===== src/rtl/if_fetch.sv =====
// Instruction-fetch stage: keeps the fetch PC, issues single-outstanding word reads
// to instruction memory and buffers returned words in a small FIFO toward ID.
module if_fetch #(
    parameter logic [31:0] PC_RESET    = 32'h0000_0000,
    parameter int          QUEUE_DEPTH = 2
) (
    input  logic        CLK,
    input  logic        RST,
    input  logic        Redirect,
    input  logic [31:0] RedirectPC,
    output logic        ImemReq,
    output logic [31:0] ImemAddr,
    input  logic        ImemAck,
    input  logic [31:0] ImemData,
    output logic        InsValid,
    input  logic        InsReady,
    output logic [31:0] Ins,
    output logic [31:0] InsPC,
    output logic [31:0] PCPlus4
);

    localparam int PTR_W = $clog2(QUEUE_DEPTH);
    localparam int CNT_W = PTR_W + 1;
    localparam logic [CNT_W-1:0] DEPTH_C = CNT_W'(QUEUE_DEPTH);

    typedef enum logic [1:0] {
        S_IDLE = 2'd0,
        S_PEND = 2'd1,
        S_DROP = 2'd2
    } state_t;

    state_t           state_q, state_d;
    logic [31:0]      fetch_pc_q, fetch_pc_d;
    logic [31:0]      req_pc_q, req_pc_d;
    logic [PTR_W-1:0] rd_ptr_q, rd_ptr_d;
    logic [PTR_W-1:0] wr_ptr_q, wr_ptr_d;
    logic [CNT_W-1:0] count_q, count_d;
    logic [31:0]      q_pc_q  [QUEUE_DEPTH];
    logic [31:0]      q_ins_q [QUEUE_DEPTH];

    logic             push;
    logic             pop;
    logic [CNT_W-1:0] cnt_after;
    logic             space;
    logic [31:0]      pc_next;

    assign ImemReq  = (state_q == S_PEND) || (state_q == S_DROP);
    assign ImemAddr = req_pc_q;

    assign InsValid = (count_q != '0);
    assign Ins      = InsValid ? q_ins_q[rd_ptr_q] : 32'd0;
    assign InsPC    = InsValid ? q_pc_q[rd_ptr_q] : 32'd0;
    assign PCPlus4  = InsValid ? (q_pc_q[rd_ptr_q] + 32'd4) : 32'd0;

    // Only a live (non-redirected) ack in PEND carries a word for the queue.
    assign push      = (state_q == S_PEND) && ImemAck && !Redirect;
    assign pop       = InsValid && InsReady;
    assign cnt_after = count_q - CNT_W'(pop) + CNT_W'(push);
    assign space     = (cnt_after < DEPTH_C);
    assign pc_next   = req_pc_q + 32'd4;

    assign count_d  = Redirect ? '0 : cnt_after;
    assign rd_ptr_d = Redirect ? '0 : (rd_ptr_q + PTR_W'(pop));
    assign wr_ptr_d = Redirect ? '0 : (wr_ptr_q + PTR_W'(push));

    always_comb begin
        state_d    = state_q;
        fetch_pc_d = fetch_pc_q;
        req_pc_d   = req_pc_q;
        case (state_q)
            S_IDLE: begin
                if (Redirect) begin
                    fetch_pc_d = RedirectPC;
                end else if (count_q < DEPTH_C) begin
                    req_pc_d = fetch_pc_q;
                    state_d  = S_PEND;
                end
            end
            S_PEND: begin
                if (Redirect) begin
                    fetch_pc_d = RedirectPC;
                    if (ImemAck) req_pc_d = RedirectPC;
                    else         state_d  = S_DROP;
                end else if (ImemAck) begin
                    fetch_pc_d = pc_next;
                    if (space) req_pc_d = pc_next;
                    else       state_d  = S_IDLE;
                end
            end
            S_DROP: begin
                // The stale request must complete before the new address is issued.
                if (Redirect) fetch_pc_d = RedirectPC;
                if (ImemAck) begin
                    req_pc_d = Redirect ? RedirectPC : fetch_pc_q;
                    state_d  = S_PEND;
                end
            end
            default: state_d = S_IDLE;
        endcase
    end

    always_ff @(posedge CLK or negedge RST) begin
        if (!RST) begin
            state_q    <= S_IDLE;
            fetch_pc_q <= PC_RESET;
            req_pc_q   <= 32'd0;
            rd_ptr_q   <= '0;
            wr_ptr_q   <= '0;
            count_q    <= '0;
        end else begin
            state_q    <= state_d;
            fetch_pc_q <= fetch_pc_d;
            req_pc_q   <= req_pc_d;
            rd_ptr_q   <= rd_ptr_d;
            wr_ptr_q   <= wr_ptr_d;
            count_q    <= count_d;
        end
    end

    always_ff @(posedge CLK) begin
        if (push) begin
            q_pc_q[wr_ptr_q]  <= req_pc_q;
            q_ins_q[wr_ptr_q] <= ImemData;
        end
    end

endmodule


===== config.mk =====
export PLATFORM = sky130hd
export DESIGN_NAME = if_fetch
export DESIGN_NICKNAME = d
export VERILOG_FILES = /design/src/rtl/if_fetch.sv
export SDC_FILE = /design/constraint.sdc
export NUM_CORES = 1
export LEC_CHECK = 0
export CELL_PAD_IN_SITES_DETAIL_PLACEMENT = 1
export CELL_PAD_IN_SITES_GLOBAL_PLACEMENT = 2
export CORE_MARGIN = 3
export CORE_UTILIZATION = 30
export DETAILED_ROUTE_END_ITERATION = 8
export GPL_TIMING_DRIVEN = 0
export HOLD_SLACK_MARGIN = 0.06
export PLACE_DENSITY = 0.79
export SYNTH_ARGS = -nofsm -noshare
export SYNTH_HDL_FRONTEND = slang
export SYNTH_SLANG_ARGS = --single-unit

===== constraint.sdc =====
create_clock -name CLK -period 3.6 [get_ports CLK]
set_clock_uncertainty 0.15 [all_clocks]
set_input_delay 0.54 -clock CLK [delete_from_list [all_inputs] [get_ports CLK]]
set_output_delay 0.54 -clock CLK [all_outputs]
set_load 0.05 [all_outputs]

; Word level (Yosys, flattened, before mapping)
; Memories as Yosys holds them, arrays and structs flattened.
; Cells that the tools add are included.
[word_totals]
input_bits = 69
latchBits = 0
memories = 2
rom_bits = 0
ramBits = 128
regBits = 70
[mem_list]
columns = memory, words, word_bits, read_ports, rd_ports_with_merged_regs, write_ports, line
row1 = q_ins_q, 2, 32, 1, 0, 1, 39  ; logic [31:0] q_ins_q [QUEUE_DEPTH];
row2 = q_pc_q, 2, 32, 1, 0, 1, 38  ; logic [31:0] q_pc_q [QUEUE_DEPTH];
[op_classes]
bitwise_logic = 0
multipliers = 0
magnitude_cmp = 2
eq_ne = 10
div_mod_pow = 0
n_addsub = 6
n_mux = 28
n_reduce_logical = 13
shifts = 0
[ops]
columns = cell, count
row1 = $mux W32, 13
row2 = $pmux W32 S3, 1
row3 = $add A32 B3 Y32 const B, 2
row4 = $pmux W32 S2, 1
row5 = $mux W2, 8
row6 = $ne A3 B3 Y1 const B, 4
row7 = $reduce_and A6 Y1, 2
row8 = $ne A2 B2 Y1 const B, 4
row9 = $pmux W2 S3, 1
row10 = $lt A2 B2 Y1 const B, 2
row11 = $mux W1, 4
row12 = $reduce_bool A2 Y1, 2
row13 = $logic_and A1 B1 Y1, 3
row14 = $reduce_bool A3 Y1, 1
row15 = $add A1 B1 Y1, 2
row16 = $add A2 B1 Y2, 1
row17 = $eq A2 B1 Y1 const B, 1
row18 = $eq A2 B2 Y1 const B, 1
row19 = $logic_not A2 Y1, 1
row20 = $reduce_and A2 Y1, 1
row21 = $reduce_or A2 Y1, 1
row22 = $sub A2 B1 Y2, 1
row23 = $logic_not A1 Y1, 1
row24 = $logic_or A1 B1 Y1, 1

; Logic depth before layout (Yosys ltp)
[logic_depth]
word_depth = 9
mapped_depth = 15
depth_no_buf = 12

; Least setup slack after synthesis
; No wires, ideal clock.
[synth_path]
kind = register to output
startpoint = reg rd_ptr_q
endpoint = out PCPlus4[29]
required_time_ns = 2.910
t_arrival_ns = 3.215
stages_incl_launch_ff = 8
slack_ns = -0.305
n_path_buf = 3
cell_sequence = dfrtp_1 > buf_6 > buf_6 > nand3b_4 > a221oi_4 > nand3_2 > clkbuf_1 > o41ai_1
[synth_between]
elab_chain_cells = 3
[synth_rtl]
columns = item, line
row1 = "start, declared", 35  ; logic [PTR_W-1:0] rd_ptr_q, rd_ptr_d;
row2 = "start signal, assigned", 114  ; rd_ptr_q <= rd_ptr_d;
row3 = $mem_v2 Z2 W32, --
row4 = $add A32 B3 Y32, 53  ; assign PCPlus4 = InsValid ? (q_pc_q[rd_ptr_q] + 32'd4) : 32'd0;
row5 = $mux W32, 53
row6 = "end, declared", 19  ; output logic [31:0] PCPlus4
; No other way between the ends.

; Worst setup path after layout
[layout_path]
startpoint = reg rd_ptr_q
endpoint = out PCPlus4[14]
; The elaborated chain is that of the path after synthesis.

==> summary.md <==
| Metric | Value |
|---|---|
| Number of DRC markers after the initial detailed-route iteration | 620 |
| Slew HR | 25.88% |
| Fmax | 285.9 MHz |
| EDFF count, synth | 128 |
| Count of buffers inserted at the top-level ports | 198 |
| Global-route wire length before repair | 59970 µm |
| Via count | 9318 |
| Deepest clock path buffer count | 2 |
| Total clock buffers created by CTS | 17 |
| Fraction of the cycle the final worst path needs | 97.15% |
| Cell Pwr Density | 908.4 nW/µm² |
| Netlist Area Pre-Place | 10610 µm² |
| Post-synth ARST share | 35.35% |
| Worst Setup Path Type | flop to output port |
| Reg-to-Reg Start | count_q[1]$_DFF_PN0_ |
| Count of H-tree levels built during CTS | 4 |
| Yosys Warn Count | 0 |
| Most used cells in the layout excluding fill and tap cells | 128 x edfxtp_1, 110 x nor2_1, 110 x clkdlybuf4s50_1 |
| Pins over their slew limit | 0 |
| Maximum number of pins on one net before global-route repair | 60 |
| Placeable core region | 34710 µm² |
| Weighted congestion reported at the end of routability-driven placement | 0.8801 |
| End of the worst register-to-register path | ImemAddr[27]$_DFFE_PN0P_ |
| Remaining number of nets flagged by the antenna check after routing | 0 |
| Number of antenna violations at the first check in global routing | 1 |
| Placed cell areas | 13280 µm² |
| TritonCTS clock tree | built |
| Family with the most delay on the worst path | buffers and inverters |
| Die Y | 194.1 µm |
| Antenna diode instance count | 0 |
| Mean Syn Cell Area | 10.68 µm² |
| Critical path endpoint | PCPlus4[14] |
| Clock net sink count | 198 |
| CP Depth | 11 |
| Peak supply drop | 0.0006732 V |
| Commonest non-fill, non-tap cell in the layout | edfxtp_1 |
| Maximum net fanout on the critical path | 10 |
| Clock transition at the register clock pins on the worst setup and hold paths after CTS | 0.08 ns |
| Min Tclk post-route | 3.497 ns |
| Post-DR vias/cell | 5.484 |
| Pwr Total | 12.91 mW |
| Slew of the pin with the lowest slew margin | 1.112 ns |
| Max-cap violations | 0 |
| Worst Path Required | 2.91 ns |
| Average detailed-routed wire length per instance | 23.64 µm |
| Post-synthesis instance total | 994 |
| Number of failing setup endpoints in the final timing report | 0 |
| Hold/Removal Path Class | input pin to async pin |
| Overall die area | 37660 µm² |
| Part of the Yosys area used for sequential elements | 52.73% |
| Root Buffer | clkbuf_16 |
| R2r setup slk | 0.11 ns |
| Number of synthesized register bits | 198 |
| Global Route Usage Sum | 20.66% |
| CP cell instances | buf_8 > mux2i_4 > inv_1 > ha_1 > inv_1 > a211oi_4 > clkbuf_8 > nand3_1 > o21ai_0 > and3_1 > clkdlybuf4s18_2 |
| Most used flip-flop cell after synthesis | edfxtp_1 |
| Crit path arrival time | 2.81 ns |
| Detailed-routing iteration count for the pre-antenna-repair pass | 6 |
| Slowest library cell on the worst path | dfrtp_1 |
| Type of destination of the critical path | output port |
| Worst setup path start | rd_ptr_q$_DFF_PN0_ |
| Kind of start point of the critical path | flop |
| I/O pin count | 199 |
| Net count after synthesis | 1073 |
| Number of different library cells in the post-synthesis netlist | 83 |
| Sum of net half-perimeters after detailed placement | 29130 µm |
| Setup Slack @ Placement | -1.449 ns |
| Delay contributed by the slowest stage of the critical path | 0.40 ns |
| Number of remaining DRC errors | 0 |
| Leak pwr | 5.202 nW |
| Final Worst Setup Slack | 0.1025 ns |
| Nets | 1310 |
| Clk Latency, worst-skew pair | 0.45 ns |
| Final design instance area without fill | 14210 µm² |
| Width of the die | 194.1 µm |
| Fraction of final layout cells sized beyond drive strength 1 | 14.47% |
| Total number of placement rows | 68 |
| Result of the run | completed |
| End-of-flow core utilization | 40.94% |
| Final global-route overflow total | 0 |
| Effective utilization at floorplan | 30.57% |
| Area growth syn-to-layout | 33.92% |
| Via count of the first global-routing pass | 9650 |
| Routed wire length | 40160 µm |
| Final Hold Vio Count | 0 |
| Worst Reg2Reg Path Length in Cells | 12 |
| Setup repair after global routing missed its margin | yes |
| Most frequent cell on the critical path | inv_1 |
| Critical path buffers and inverters | 5 |
[layer usage]
layer	track usage [%]	part of all wire, %
met1	26.99	45
met4	6.649	2.4
met2	34.23	48
met5	0	0.017
met3	4.570	5.1
[power by group]
group          total, mW  leakage, nW  internal [mW]  switching (mW)
sequential          3.80         2.00           3.05           0.751
clock               1.90        0.277          0.957           0.946
combinational       7.21         2.93           2.40            4.81
total               12.9         5.20           6.40            6.51
[final cells by class]
cell class,instances,area [µm²]
buffer,64,369.1
clock buffer,21,461.7
clock inverter,11,107.6
fill,3896,20500
inverter,27,101.3
multi-input combinational,704,4851
sequential,198,5595
tap,455,569.3
timing repair buffer,219,2156
[worst min path at each step]
stage,start,end,slack [ns],cells after the start
after floorplan,RST,ImemAddr[0]$_DFFE_PN0P_,0.09,0
after global placement,ImemAddr[4]$_DFFE_PN0P_,q_pc_q[0][4]$_DFFE_PP_,0.33,0
after detailed placement,RST,fetch_pc_q[23]$_DFFE_PN0P_,0.27,1
after CTS,RST,fetch_pc_q[23]$_DFFE_PN0P_,0.31,2
after global routing,RST,fetch_pc_q[23]$_DFFE_PN0P_,0.32,2
final,RST,fetch_pc_q[23]$_DFFE_PN0P_,0.32,2
[sequential cells by signal (all words and copies together), names as in the netlist]
| signal | cells |
|---|---|
| q_ins_q | 64 |
| q_pc_q | 64 |
| ImemAddr | 32 |
| fetch_pc_q | 32 |
| count_q | 2 |
| state_q | 2 |
| rd_ptr_q | 1 |
| wr_ptr_q | 1 |
[cells by family (layout without fill, tap and decap cells)]
kind of cell / count (synthesis) / after routing / synth area share (%)
simple gates: 305 / 305 / 14.73
xor+xnor: 34 / 34 / 2.936
buf+inv: 92 / 342 / 3.679
compound gates: 283 / 283 / 17.91
fa+ha+maj: 10 / 10 / 1.179
flops: 198 / 198 / 52.73
mux: 72 / 72 / 6.839
[synthesized netlist by cell type, types with 5 or more instances]
| master | n | share of area [%] |
|---|---|---|
| o21ai_0 | 63 | 3.0 |
| dfrtp_1 | 70 | 17 |
| ha_1 | 10 | 1.2 |
| nor3_1 | 24 | 1.1 |
| mux2i_1 | 68 | 6.4 |
| nand3b_1 | 5 | 0.35 |
| and3_1 | 7 | 0.41 |
| and2_1 | 10 | 0.59 |
| xor2_1 | 12 | 0.99 |
| nand3_1 | 29 | 1.4 |
| xnor2_1 | 21 | 1.7 |
| a22oi_1 | 11 | 0.78 |
| a221oi_1 | 9 | 0.74 |
| nand4_1 | 12 | 0.71 |
| a2bb2oi_1 | 5 | 0.41 |
| nand2_1 | 52 | 1.8 |
| a22o_1 | 6 | 0.50 |
| o2bb2ai_1 | 7 | 0.58 |
| inv_1 | 26 | 0.92 |
| edfxtp_1 | 128 | 36 |
| a21oi_1 | 69 | 3.3 |
| nor2b_1 | 5 | 0.29 |
| nor2_1 | 112 | 4.0 |
| clkbuf_1 | 43 | 1.5 |
| nor4_1 | 11 | 0.65 |
| o31a_1 | 10 | 0.83 |
| o21a_1 | 7 | 0.50 |
| o22ai_1 | 36 | 2.1 |
| a31oi_1 | 8 | 0.47 |
| nand2b_1 | 8 | 0.47 |
| buf_2 | 12 | 0.57 |
[stage by stage]
stage / setup TNS (ns) / hold WS [ns] / instances
finish: 0 / 0.3233 / 1699
global placement: -307.67 / 0.3304 / 1647
detailed placement: -47.28 / 0.2689 / 1650
floorplan: 0 / 0.09441 / 994
CTS: -0.1560 / 0.3127 / 1690
global route: -0.2909 / 0.3242 / 1699
[timing repair]
action,CTS,global route
endpoints found under the setup margin,128,92
resized for setup,243,71
setup buffers,8,9
hold buffers,1,0
pin swaps,2,8
endpoints found under the hold margin,11,0
Note: power is estimated with default switching activity, not from simulation.
